--- src/rtl/imm_gen_pipe.sv ---
// Two-stage valid/ready RISC-V immediate generator (I/S/B/U/J, optional Z).
// Optional CSR zimm (Z) format is compiled in with `define IMM_GEN_ZIMM_EN.
module imm_gen_pipe #(
  parameter int XLEN        = 32,
  parameter int TAG_W       = 4,
  parameter int AUTO_DECODE = 0
) (
  input  logic             clk,
  input  logic             rst,
  input  logic             in_valid,
  output logic             in_ready,
  input  logic [31:0]      ins,
  input  logic [2:0]       in_sel,
  input  logic [TAG_W-1:0] in_tag,
  output logic             out_valid,
  input  logic             out_ready,
  output logic [XLEN-1:0]  imm_out,
  output logic [2:0]       out_sel,
  output logic [TAG_W-1:0] out_tag,
  output logic             out_illegal
);

  localparam logic [2:0] FMT_I   = 3'b000;
  localparam logic [2:0] FMT_S   = 3'b001;
  localparam logic [2:0] FMT_B   = 3'b010;
  localparam logic [2:0] FMT_U   = 3'b011;
  localparam logic [2:0] FMT_J   = 3'b100;
  localparam logic [2:0] FMT_Z   = 3'b101;
  localparam logic [2:0] FMT_BAD = 3'b111;

  logic             r_s1_valid;
  logic [31:7]      r_ins;
  logic [TAG_W-1:0] r_tag;
  logic [2:0]       r_sel;
  logic             r_ill;

  logic             w_s1_adv;
  logic             w_in_fire;
  logic [2:0]       w_sel_res;
  logic             w_ill_res;
  logic [XLEN-1:0]  w_imm;

  // s1 drains whenever s2 is empty or s2 is being consumed this cycle.
  assign w_s1_adv  = !out_valid || out_ready;
  assign in_ready  = !r_s1_valid || w_s1_adv;
  assign w_in_fire = in_valid && in_ready;

  // NOTE: every combinational output gets a default first so no latch is inferred.
  always_comb begin
    w_sel_res = in_sel;
    if (AUTO_DECODE != 0) begin
      case (ins[6:0])
        7'b0010011, 7'b0000011,
        7'b1100111, 7'b0011011: w_sel_res = FMT_I;
        7'b1110011:             w_sel_res = ins[14] ? FMT_Z : FMT_I;
        7'b0100011:             w_sel_res = FMT_S;
        7'b1100011:             w_sel_res = FMT_B;
        7'b0110111, 7'b0010111: w_sel_res = FMT_U;
        7'b1101111:             w_sel_res = FMT_J;
        default:                w_sel_res = FMT_BAD;
      endcase
    end
    case (w_sel_res)
      FMT_I, FMT_S, FMT_B, FMT_U, FMT_J: w_ill_res = 1'b0;
`ifdef IMM_GEN_ZIMM_EN
      FMT_Z:                             w_ill_res = 1'b0;
`endif
      default:                           w_ill_res = 1'b1;
    endcase
  end

  // Size casts of signed operands sign-extend to XLEN; unsigned ones zero-extend.
  always_comb begin
    w_imm = '0;
    if (!r_ill) begin
      case (r_sel)
        FMT_I: w_imm = XLEN'($signed(r_ins[31:20]));
        FMT_S: w_imm = XLEN'($signed({r_ins[31:25], r_ins[11:7]}));
        FMT_B: w_imm = XLEN'($signed({r_ins[31], r_ins[7], r_ins[30:25], r_ins[11:8], 1'b0}));
        FMT_U: w_imm = XLEN'($signed({r_ins[31:12], 12'b0}));
        FMT_J: w_imm = XLEN'($signed({r_ins[31], r_ins[19:12], r_ins[20], r_ins[30:21], 1'b0}));
`ifdef IMM_GEN_ZIMM_EN
        FMT_Z: w_imm = XLEN'(r_ins[19:15]);
`endif
        default: w_imm = '0;
      endcase
    end
  end

  // NOTE: sequential state uses non-blocking assignments so both stages update from pre-edge values.
  always_ff @(posedge clk or posedge rst) begin
    if (rst) begin
      r_s1_valid <= 1'b0;
      r_ins      <= '0;
      r_tag      <= '0;
      r_sel      <= '0;
      r_ill      <= 1'b0;
    end else if (w_in_fire) begin
      r_s1_valid <= 1'b1;
      r_ins      <= ins[31:7];
      r_tag      <= in_tag;
      r_sel      <= w_sel_res;
      r_ill      <= w_ill_res;
    end else if (w_s1_adv) begin
      r_s1_valid <= 1'b0;
    end
  end

  // Output data only changes on a real s1->s2 transfer, so it holds through stalls.
  always_ff @(posedge clk or posedge rst) begin
    if (rst) begin
      out_valid   <= 1'b0;
      imm_out     <= '0;
      out_sel     <= '0;
      out_tag     <= '0;
      out_illegal <= 1'b0;
    end else if (w_s1_adv) begin
      out_valid <= r_s1_valid;
      if (r_s1_valid) begin
        imm_out     <= w_imm;
        out_sel     <= r_sel;
        out_tag     <= r_tag;
        out_illegal <= r_ill;
      end
    end
  end

endmodule
--- config.mk ---
export PLATFORM = sky130hd
export DESIGN_NAME = imm_gen_pipe
export DESIGN_NICKNAME = d
export VERILOG_FILES = /design/src/rtl/imm_gen_pipe.sv
export SDC_FILE = /design/constraint.sdc
export NUM_CORES = 1
export LEC_CHECK = 0
export ABC_AREA = 1
export CORE_MARGIN = 1
export CORE_UTILIZATION = 44
export CTS_CLUSTER_DIAMETER = 120
export DETAILED_ROUTE_END_ITERATION = 10
export PLACE_DENSITY = 0.8
export SYNTH_ARGS = -nofsm -noshare
export SYNTH_HDL_FRONTEND = slang
export SYNTH_SLANG_ARGS = --single-unit
export TNS_END_PERCENT = 10
--- constraint.sdc ---
create_clock -name clk -period 2.31 [get_ports clk]
set_input_delay 0.462 -clock clk [delete_from_list [all_inputs] [get_ports clk]]
set_output_delay 0.462 -clock clk [all_outputs]
set_load 0.1 [all_outputs]
==> metrics <==
post-route cell area 4170 sq um; Syn Nets 439; Detailed Place HPWL 5.13 mm; total gr overflow 0; Final Hold Vio Count 0; Initial DRT Pass Iterations 4; DR vias/cell 4.81; Final #Nets 517; placed instance count 559; worst rel slew slack 64.5%; Cell Rows 30; Core Region 6980 sq um; pre-CTS setup slack 0.485 ns; FF-to-FF path depth 7; Final Util 59.7%; NetSw 2490 uW; CP Capture Type output port; Clock Path Buffers 2; Die Area 7750 sq um; CTS tree done; Setup Buffers After CTS 0; Synth cell types 19; RePlAce Congestion 0.852; vias in the first global route 2,650; Seq pwr share 36.0%; Post-Layout Cell Count 571; htree depth 3; Initial Util 46.6%; Max Clock Freq 582 MHz; most numerous cell in the Yosys netlist nand2_1; Syn Area/Cell 8.22 sq um; hold path cells 2; DR vias 2,749; number of synthesized flops with an enable pin 0; WP data required 1.85 ns; Worst-path clk slew 0.06 ns; Primary FF master, synth dfrtp_1; status finished, final reports clean; CTS Hold Bufs 0; Inserted Diodes 0; post-CTS resize count 0; multi-input logic area 1220 sq um; largest net degree at the start of global routing 76; Antenna Nets Post-Route 0; RSZ-0062 raised after global routing no; Area after DPL 4030 sq um; PwrDens 1190 nW/um^2; number of buffers created by CTS 9; DRT iter0 DRCs 142; final setup violation count 0; min setup slack post-route 0.591 ns; share of cells above drive strength 1 15.2%; total clock sinks 75; minimum clock period 1.72 ns; Area contributors post-synth dfrtp_1 58%, nand2_1 27%, nand3_1 4.2%; IO Pins 85; Post-Route Setup TNS 0 ns; mapped cell area 3260 sq um; FF+latch area 1880 sq um; Worst Path Arrival 1.26 ns; Max-Cap Viols 0; Synth top cells by count 233 x nand2_1, 75 x dfrtp_1, 27 x nand3_1, 13 x o21ai_0; Post-Syn Instances 396; CTS Root Cell clkbuf_8; Synth area leader dfrtp_1; Clock Power Share 15.6%; CP Launch Type input port; final worst path period share 74.4%; switching share of power 50.4%; ys async rst share 100%; Layout Skew 0.00743 ns; sequential-to-total area share from yosys stat 57.6%; Routed Wire Length 7.14 mm; post-DR wirelength/cell 12.5 um; leakage power 0.00229 uW; Die Ht 88.0 um; initial antenna violation count 0; clock latency on the worst-skew pair 0.33 ns; internal power 2450 uW; GRT Resource Usage Total 20.2%; worst-path fanout max 3; Slew Viols, Final 0; Yosys top cell area share 57.6%; fillers 649; first-pass GRT wire length 11.9 mm; Slew @ Worst Pin 0.531 ns; worst vdd ir 0.661 mV; Die X 88.0 um; Remaining DRCs 0; Area Growth Syn to Fin 27.9%; Gate power share 48.3%; worst setup path category input port to output port; #FFs+latches synth 75; synth warn 0; HP Class flip-flop to flip-flop; IO buf count 77
metrics by stage:
step	hold WS [ns]	total power (uW)
2_1_floorplan	0.442	3650
3_3_place_gp	0.456	4160
3_5_place_dp	0.467	4200
4_1_cts	0.485	4970
5_1_grt	0.502	5170
6_report	0.480	4940
kinds of logic (layout without fill, tap and decap cells):
logic type | Yosys count | count (layout) | synth area share [%]
AND/OR/NAND/NOR | 276 | 276 | 34.8
buffers and inverters | 31 | 110 | 5.38
AO/OA/AOI/OAI | 14 | 14 | 2.15
flip-flops | 75 | 75 | 57.6
path summary, 6_finish.rpt:
kind | start | endpoint | slack (ns)
setup / recovery | out_ready | in_ready | 0.59
hold / removal | imm_out[20]$_DFFE_PP0P_ | imm_out[20]$_DFFE_PP0P_ | 0.48
setup reg to reg | r_sel[2]$_DFFE_PP0P_ | imm_out[29]$_DFFE_PP0P_ | 0.63
hold reg to reg | imm_out[20]$_DFFE_PP0P_ | imm_out[20]$_DFFE_PP0P_ | 0.48
max in group asynchronous | rst | r_ins[22]$_DFFE_PP0P_ | 1.47
min in group asynchronous | rst | imm_out[9]$_DFFE_PP0P_ | 0.53
metal layers:
| layer | global-route usage, % | part of all wire, % | up-vias |
|---|---|---|---|
| met5 | 0 | 0 | - |
| met4 | 9.38 | 2.1 | 0 |
| met3 | 3.30 | 3.7 | 15 |
| met2 | 32.7 | 48 | 78 |
| met1 | 26.8 | 46 | 1289 |
| li1 | - | - | 1367 |
power by group through the flow:
| stage | sequential, uW | clock, uW | combinational [uW] |
|---|---|---|---|
| global placement | 1790 | 0 | 2370 |
| finish | 1780 | 772 | 2390 |
| global route | 1810 | 846 | 2510 |
| floorplan | 3120 | 0 | 526 |
| CTS | 1780 | 792 | 2400 |
| detailed placement | 1800 | 0 | 2400 |
layout make-up:
type | count | share of cell area, %
clock inverters | 1 | 0.120
clock buffers | 11 | 3.15
well taps | 96 | 2.88
repair buffers | 86 | 18.5
flip-flops and latches | 75 | 45.1
inverters | 12 | 1.08
multi-input cells | 290 | 29.2
registers in the layout, indices dropped and copies added, names as in the netlist:
name	cells
imm_out	32
out_illegal	1
out_sel	3
out_tag	4
out_valid	1
r_ill	1
r_ins	25
r_s1_valid	1
r_sel	3
r_tag	4
critical path, cell delays in order:
cell,delay [ns]
clkdlybuf4s50_1,0.46
inv_1,0.07
nand3_4,0.08
buf_12,0.18
placed cells by master (no fill, tap or decap):
master           Yosys  layout
o21ai_0             13      13
nand4_1              4       4
nor2_1               4       4
nand3_4              0       1
buf_4                3      48
nor2_2               1       1
inv_2                1       2
buf_12               0       3
a21oi_1              1       1
dfrtp_1             75      75
nand2_1            233     233
clkbuf_8             0       9
clkdlybuf4s50_1      0      35
nor2_4               1       1
inv_1               11      10
clkbuf_1             1       2
clkinv_2             0       1
nand2_2              2       2
nor2_8               1       1
nand3_1             27      26
nand2_4              3       3
Power figures use the tool's default switching activity.
